### config.mk
export PLATFORM = sky130hd
export DESIGN_NAME = alu_seq_ctrl
export DESIGN_NICKNAME = d
export VERILOG_FILES = /design/src/rtl/alu_seq_ctrl.sv
export SDC_FILE = /design/constraint.sdc
export NUM_CORES = 1
export LEC_CHECK = 0
export CAP_MARGIN = 20
export CORE_ASPECT_RATIO = 0.6
export CORE_MARGIN = 4
export CORE_UTILIZATION = 45
export CTS_CLUSTER_DIAMETER = 60
export CTS_CLUSTER_SIZE = 8
export DETAILED_ROUTE_END_ITERATION = 7
export PLACE_DENSITY_LB_ADDON = 0.12
export SYNTH_ARGS = -nofsm -noshare
export SYNTH_HDL_FRONTEND = slang
export SYNTH_SLANG_ARGS = --single-unit
### constraint.sdc
create_clock -name clk -period 3 [get_ports clk]
set_input_delay 0.9 -clock clk [delete_from_list [all_inputs] [get_ports clk]]
set_output_delay 0.9 -clock clk [all_outputs]
set_load 0.005 [all_outputs]
### src/rtl/alu_seq_ctrl.sv
// Command sequencer for the 8-bit alu: accepts accumulator commands over valid/ready,
// drives alu a/b/s and writes r/c/v back into an accumulator, with a shift-add multiply.
module alu_seq_ctrl #(
  parameter int MUL_EN = 1
) (
  input  logic       clk,
  input  logic       rst_n,
  input  logic       cmd_valid,
  output logic       cmd_ready,
  input  logic [3:0] cmd_op,
  input  logic [7:0] cmd_opnd,
  output logic [7:0] alu_a,
  output logic [7:0] alu_b,
  output logic [3:0] alu_s,
  input  logic [7:0] alu_r,
  input  logic       alu_c,
  input  logic       alu_v,
  output logic [7:0] acc,
  output logic       flag_c,
  output logic       flag_v,
  output logic       flag_z,
  output logic       busy,
  output logic       done,
  output logic       err
);

  localparam logic [1:0] IDLE = 2'd0;
  localparam logic [1:0] EXEC = 2'd1;
  localparam logic [1:0] MUL  = 2'd2;

  localparam logic [3:0] OP_LOAD = 4'h0;
  localparam logic [3:0] OP_AND  = 4'h1;
  localparam logic [3:0] OP_OR   = 4'h2;
  localparam logic [3:0] OP_XOR  = 4'h3;
  localparam logic [3:0] OP_ADD  = 4'h4;
  localparam logic [3:0] OP_SUB  = 4'h5;
  localparam logic [3:0] OP_NOT  = 4'h6;
  localparam logic [3:0] OP_MUL  = 4'h7;

  localparam logic [3:0] S_PASS = 4'b1000;
  localparam logic [3:0] S_AND  = 4'b1110;
  localparam logic [3:0] S_OR   = 4'b1101;
  localparam logic [3:0] S_XOR  = 4'b1011;
  localparam logic [3:0] S_ADD  = 4'b1010;
  localparam logic [3:0] S_SUB  = 4'b1001;
  localparam logic [3:0] S_NOT  = 4'b1100;

  localparam bit MUL_ON = (MUL_EN != 0);

  logic [1:0] state;
  logic [3:0] op_q;
  logic [7:0] opnd_q;
  logic [7:0] acc_q;
  logic       c_q;
  logic       v_q;
  logic       done_q;
  logic       err_q;

  // multiply datapath: partial product, shifted multiplicand, multiplier, step
  logic [7:0] p;
  logic [7:0] m;
  logic [7:0] q;
  logic [2:0] cnt;
  logic       sticky;

  logic       accept;
  logic [7:0] hi_mask;
  logic [7:0] p_nx;
  logic       sticky_nx;

  assign cmd_ready = (state == IDLE) && rst_n;
  assign accept    = cmd_valid && cmd_ready;
  assign busy      = (state != IDLE);
  assign acc       = acc_q;
  assign flag_c    = c_q;
  assign flag_v    = v_q;
  assign flag_z    = (acc_q == '0);
  assign done      = done_q;
  assign err       = err_q;

  // Product overflows if a set multiplicand bit is about to shift out while
  // higher multiplier bits are still pending, or if any partial add carries.
  always_comb begin
    hi_mask   = 8'hFE << cnt;
    p_nx      = q[cnt] ? alu_r : p;
    sticky_nx = sticky | (q[cnt] & alu_c) | (((q & hi_mask) != '0) & m[7]);
  end

  always_comb begin
    alu_s = S_PASS;
    alu_a = '0;
    alu_b = '0;
    case (state)
      EXEC: begin
        alu_a = acc_q;
        alu_b = opnd_q;
        case (op_q)
          OP_LOAD: begin
            alu_s = S_PASS;
            alu_a = opnd_q;
          end
          OP_AND:  alu_s = S_AND;
          OP_OR:   alu_s = S_OR;
          OP_XOR:  alu_s = S_XOR;
          OP_ADD:  alu_s = S_ADD;
          OP_SUB:  alu_s = S_SUB;
          OP_NOT:  alu_s = S_NOT;
          default: alu_s = S_PASS;
        endcase
      end
      MUL: begin
        alu_s = S_ADD;
        alu_a = p;
        alu_b = m;
      end
      default: ;
    endcase
  end

  always_ff @(posedge clk or negedge rst_n) begin
    if (!rst_n) begin
      state  <= IDLE;
      op_q   <= '0;
      opnd_q <= '0;
      acc_q  <= '0;
      c_q    <= 1'b0;
      v_q    <= 1'b0;
      done_q <= 1'b0;
      err_q  <= 1'b0;
      p      <= '0;
      m      <= '0;
      q      <= '0;
      cnt    <= '0;
      sticky <= 1'b0;
    end else begin
      done_q <= 1'b0;
      err_q  <= 1'b0;
      case (state)
        IDLE: begin
          if (accept) begin
            op_q   <= cmd_op;
            opnd_q <= cmd_opnd;
            if (MUL_ON && cmd_op == OP_MUL) begin
              state  <= MUL;
              p      <= '0;
              m      <= acc_q;
              q      <= cmd_opnd;
              cnt    <= '0;
              sticky <= 1'b0;
            end else begin
              state <= EXEC;
            end
          end
        end
        EXEC: begin
          state  <= IDLE;
          done_q <= 1'b1;
          case (op_q)
            OP_LOAD: begin
              acc_q <= opnd_q;
              c_q   <= 1'b0;
              v_q   <= 1'b0;
            end
            OP_AND, OP_OR, OP_XOR: begin
              acc_q <= alu_r;
              c_q   <= 1'b0;
              v_q   <= 1'b0;
            end
            OP_ADD, OP_SUB: begin
              acc_q <= alu_r;
              c_q   <= alu_c;
              v_q   <= alu_v;
            end
            OP_NOT: begin
              acc_q <= ~acc_q;
              c_q   <= 1'b0;
              v_q   <= 1'b0;
            end
            default: err_q <= 1'b1;
          endcase
        end
        MUL: begin
          p      <= p_nx;
          m      <= m << 1;
          sticky <= sticky_nx;
          cnt    <= cnt + 3'd1;
          if (cnt == 3'd7) begin
            state  <= IDLE;
            acc_q  <= p_nx;
            c_q    <= sticky_nx;
            v_q    <= 1'b0;
            done_q <= 1'b1;
          end
        end
        default: state <= IDLE;
      endcase
    end
  end

endmodule

==> impl_metrics.ini, run 1 <==
[status]
status = finished clean

[clocking]
cts_buffers = 5
clk_path_buf_depth = 2
cts_root_buffer = clkbuf_16
clkTransAtPathRegs_ns = 0.07
clock-sinks = 54
cts_tree = yes
hold_buffers = 0
insertion_delay_ns = 0.30
h-tree-depth = 2

[worst_setup_path]
start_kind = register
cp_top_family = simple AND/OR/NAND/NOR gates
rr_startpoint = cnt[0]
critical_path_class = register to primary output
max_stage_delay_ns = 0.60
crit_chain = or4_4, nor2_1, clkdlybuf4s50_1
critPathArrivalTime_ns = 2.03
crit_fanout = 6
cp-end-kind = primary output
reg2reg_depth = 5
r2r_slack_ns = 0.67
crit_slowest_cell = or4_4
r2r_end = p[5]
path_buf_inv = 1
worstPathRequired_ns = 2.10

[yosys]
synth_area_um2 = 3270
yosysWarnings = 0
synth.distinct_cells = 42
ys_async_sr_fraction_pct = 100
avgSynthCellArea_um2 = 9.34
seq_area_frac_synth_pct = 41.3
synth.net_count = 383
synthCells = 350
synth_flop_cell = dfrtp_1
synth_edf_count = 0
ys_ff_latch = 54

[routing]
ant_nets = 0
drt_iter0_drc = 239
num_vias = 2910
drt_wl_total_um = 9430
route.detailed.drc = 0
firstDrtPassIters = 5
viasPerCell = 5.81
wl_per_cell_um = 18.8

[power_and_ir_drop]
irDropWorstVdd_mv = 0.465
p_leak_nw = 1.78
power_density_nw_per_um2 = 867

[finish]
syn2layout_area_growth_pct = 27.6
utilization_pct = 60.9
nets = 446
n_antenna_cell = 0
drive_gt1_share_pct = 14.7

[die]
die_x_um = 118
num_rows = 23
coreArea_um2 = 6850
die_area_um2 = 8740
initial_utilization_pct = 47.8
num_io_pins = 60
dieHeight_um = 74.0

[worst_hold_path]
min_to = flag_v
holdPathStages = 2
hp-class = register to register
min_from = flag_v

[sta]
setup_violations = 0
fin_ws_ns = 0.0662
timing.fmax_mhz = 341
slew_headroom_pct = 37.6
fin_crit_sh_pct = 97.8
slew_viol_final = 0
hold_violations = 0
hold_ws_ns = 0.484
skew_ns = 0.00666
period_needed_ns = 2.93
tightest_slew_ns = 0.935

[place]
portBuffers = 58
pre_cts_slack_ns = 0.220
place_congestion = 0.866
dp_hpwl_um = 7060

[global_routing]
grt_max_degree = 56
overflow = 0
antenna_found_initial = 0
grt_usage_pct = 22.1
grt_pass1_vias = 2775
grt_first_pass_wirelength_um = 15000

[flow_run]
timing.max_cap.violations = 0
-- layout make-up --
type,count,area (µm²)
fillers,602,2680
multi-input cells,247,1720
flip-flops and latches,54,1350
repair buffers,80,748
clock buffers,7,143
well taps,87,109
inverters,25,93.8
clock inverters,1,5.00
-- per-stage QoR --
step	TNS [ns]	power, mW	cell area [µm²]	instances
after floorplan	0	2.25	3270	350
after global placement	0	2.95	3980	491
after detailed placement	0	2.98	3980	491
after CTS	0	3.59	4150	501
after global routing	-0.000310	3.85	4170	501
final	0	3.62	4170	501
-- cell usage after synthesis, drive strengths merged, types with 2 or more instances --
library cell | n | area [µm²]
inv | 25 | 93.8
a22oi | 6 | 45.0
buf | 8 | 61.3
nand2b | 3 | 18.8
mux2 | 23 | 259
or2 | 2 | 12.5
a22o | 8 | 70.1
nor2 | 29 | 109
nor2b | 8 | 50.1
a211oi | 2 | 15.0
and3 | 2 | 12.5
or4 | 2 | 15.0
nand3b | 2 | 15.0
o22ai | 16 | 100
and2 | 3 | 18.8
a21oi | 28 | 140
dfrtp | 54 | 1350
clkbuf | 16 | 63.8
mux2i | 21 | 210
o21ai | 12 | 60.1
o221ai | 7 | 61.3
a32o | 3 | 30.0
nor3 | 3 | 15.0
ha | 8 | 100
nand2 | 35 | 131
a31oi | 8 | 50.1
mux4 | 2 | 52.6
nand3 | 5 | 25.0
-- state kept, by name (all words and copies together) (netlist names), 2 cells and up --
name,flops
acc,8
q,8
p,8
op_q,4
opnd_q,8
m,8
state,2
cnt,3
-- report_power, final --
| group | total, mW | switching (mW) | internal, mW |
|---|---|---|---|
| Clock | 0.592 | 0.261 | 0.332 |
| Sequential | 1.24 | 0.272 | 0.972 |
| Combinational | 1.78 | 0.914 | 0.867 |
-- per-layer routing --
| metal | vias to the layer above | global-route usage [%] | routed length [µm] |
|---|---|---|---|
| li1 | 1376 | - | - |
| met1 | 1405 | 32.3 | 4610 |
| met2 | 119 | 33.4 | 3890 |
| met3 | 10 | 5.70 | 854 |
| met4 | 0 | 5.19 | 83 |
| met5 | - | 0 | 0 |
-- cells by family (layout without fill, tap and decap cells) --
kind of cell    Yosys count  in the layout  share of synthesized area, %
mux                      46             46                          16.0
simple gates             97             97                          14.1
compound gates           95             95                          18.8
other cells               1              1                         0.115
buf+inv                  49            113                          6.69
fa+ha+maj                 8              8                          3.06
flops                    54             54                          41.3
-- placed cells by master, fill, tap and decap left out, types with 2 or more instances in the layout --
master	n
dlymetal6s2s_1	2
buf_4	20
a22o_1	8
or2_2	2
a22oi_1	6
a31oi_1	8
nor3_1	3
a21oi_1	28
clkbuf_16	5
nand2b_1	3
inv_1	25
nand3b_1	2
nand2_1	34
mux4_1	2
buf_6	2
o21ai_0	12
ha_1	8
and3_1	2
clkdlybuf4s50_1	51
nand3_1	5
o22ai_1	15
and2_1	3
mux2i_1	21
mux2_2	23
dfrtp_1	53
nor2b_1	8
o221ai_1	7
dlygate4sd2_1	4
nor2_1	29
a32o_1	3
-- worst max-delay path by stage --
stage / start / endpoint / slack (ns) / cells after the start
detailed placement: state[0] / alu_a[5] / 0.22 / 6
CTS: state[1] / alu_a[5] / 0.01 / 6
global placement: state[0] / alu_a[2] / 0.30 / 6
finish: acc[0] / flag_z / 0.07 / 3
floorplan: state[0] / alu_a[0] / 0.41 / 6
global route: state[1] / alu_a[5] / -0.0003 / 6
-- tightest hold or removal path, cell delays in order (launching register included) --
cell and delay [ns]:
dfrtp_1 0.35, nand2_1 0.05, nand2_1 0.05
-- what timing repair did --
action,CTS,global route
setup endpoints to repair,12,10
resized for setup,6,8
pin swaps,0,0
buffers inserted,2,0
(Power assumes the default switching activity.)
==> run 2: changes to the inputs <==
- SKIP_CTS_REPAIR_TIMING: not set -> 1
==> run 2 against run 1 <==
Against the previous run:
- combinational power is essentially flat
- first-iteration DRC count down 9.2%
- via count shrank 1.2%
- die area stayed put
- critical endpoint unchanged
==> impl_metrics.ini, run 2 (synthesis gave the netlist of run 1 again) <==
[die]
num_rows = 23
die_x_um = 118
initial_utilization_pct = 47.8
coreArea_um2 = 6850
num_io_pins = 60
dieHeight_um = 74.0
die_area_um2 = 8740

[finish]
mostFrequentLayoutCell = dfrtp_1
nets = 445
layout_common_cells = 53 x dfrtp_1, 51 x clkdlybuf4s50_1, 34 x nand2_1
utilization_pct = 61.0
n_antenna_cell = 0
final_cell_count_no_fill = 500
final-seq-area_um2 = 1350
drive_gt1_share_pct = 14.5
multi_input_area_um2 = 1720
fin_area_um2 = 4180
syn2layout_area_growth_pct = 27.7
fillerInstances = 602

[routing]
top_layer_used = met4
viasPerCell = 5.75
wl_met2_um = 3870
drt_iter0_drc = 217
num_vias = 2875
drt_wl_total_um = 9480
wl_met1_um = 4710
wl_per_cell_um = 19.0
route.met3.wl_um = 815
firstDrtPassIters = 4
route.detailed.drc = 0
ant_nets = 0

[global_routing]
grt_first_pass_wirelength_um = 15000
overflow = 0
antenna_found_initial = 0
grt_pass1_vias = 2755
grt_usage_pct = 22.1
grt_max_degree = 56

[worst_setup_path]
r2r_end = acc[6]
worstPathRequired_ns = 2.10
r2r_slack_ns = 0.65
crit_fanout = 6
critPathArrivalTime_ns = 2.03
start_kind = register
reg2reg_depth = 6
rr_startpoint = op_q[2]
cp-end-kind = primary output
critical_path_class = register to primary output

[sta]
slew_viol_final = 0
hold_violations = 0
rsz0062_at_grt = false
tightest_slew_ns = 0.884
slew_headroom_pct = 41.1
skew_ns = 0.00808
fin_ws_ns = 0.0697
fin_crit_sh_pct = 97.7
fin_tns_setup_ns = 0
timing.fmax_mhz = 341
setup_violations = 0
period_needed_ns = 2.93

[power_and_ir_drop]
p_switching_mw = 1.44
p_int_mw = 2.17
power_density_nw_per_um2 = 864
irDropWorstVdd_mv = 0.462
swShare_pct = 40.0
clkPwrFrac_pct = 16.4
combPwrFrac_pct = 49.0
pwr-share-seq_pct = 34.5
p_leak_nw = 1.83

[place]
dpl_cell_area_um2 = 3980
dp_cells = 491
place_congestion = 0.866
pre_cts_slack_ns = 0.220
portBuffers = 58
dp_hpwl_um = 7060

[clocking]
cts_buffers = 5
clock-sinks = 54
h-tree-depth = 2
clk_path_buf_depth = 2
insertion_delay_ns = 0.30
cts_tree = yes
clkTransAtPathRegs_ns = 0.07
cts_root_buffer = clkbuf_16

[worst_hold_path]
hp-class = register to register
min_to = flag_v
holdPathStages = 2
min_from = flag_v

[status]
status = finished clean

[flow_run]
timing.max_cap.violations = 0
-- run 2: changes by cell type in the layout (fill, tap and decap cells not counted) --
cell | previous run | this run
dlymetal6s2s_1 | 2 | 6
and2_4 | 0 | 1
dlygate4sd2_1 | 4 | 0
and2_1 | 3 | 2
buf_4 | 20 | 19
o22ai_2 | 1 | 0
o22ai_1 | 15 | 16
-- run 2: stage by stage --
| stage | hold slack, ns | power [mW] |
|---|---|---|
| 6_report | 0.485 | 3.61 |
| 5_1_grt | 0.523 | 3.85 |
| 4_1_cts | 0.485 | 3.58 |
| 3_5_place_dp | 0.466 | 2.98 |
| 3_3_place_gp | 0.452 | 2.95 |
| 2_1_floorplan | 0.462 | 2.25 |
-- run 2: layout make-up --
class,count,area share [%]
flip-flops and latches,54,32.4
clock inverters,1,0.120
clock buffers,7,3.41
repair buffers,79,18.1
inverters,25,2.25
multi-input cells,247,41.2
well taps,87,2.61
-- run 2: metal layers --
layer | vias up | track usage, %
met4 | 0 | 5.19
met5 | - | 0
met2 | 114 | 33.3
met3 | 12 | 5.62
met1 | 1378 | 32.4
li1 | 1371 | -
-- run 2: power groups by stage --
stage,logic (mW),registers (mW),clock network (mW)
after floorplan,1.10,1.15,0
after global placement,1.71,1.24,0
after detailed placement,1.73,1.24,0
after CTS,1.74,1.23,0.606
after global routing,1.94,1.27,0.630
final,1.77,1.25,0.593
-- run 2: worst max-delay path by stage --
stage / from / to / slack, ns / depth (start not counted)
global route: state[0] / alu_a[1] / 0.001 / 6
global placement: state[0] / alu_a[2] / 0.30 / 6
detailed placement: state[0] / alu_a[5] / 0.22 / 6
floorplan: state[0] / alu_a[0] / 0.41 / 6
CTS: state[1] / alu_a[5] / -0.11 / 6
finish: acc[0] / flag_z / 0.07 / 3
-- run 2: critical path, cell delays in order, from the launching register on --
cell	delay, ns
dfrtp_1	0.48
or4_4	0.60
nor2_1	0.14
clkdlybuf4s50_1	0.51
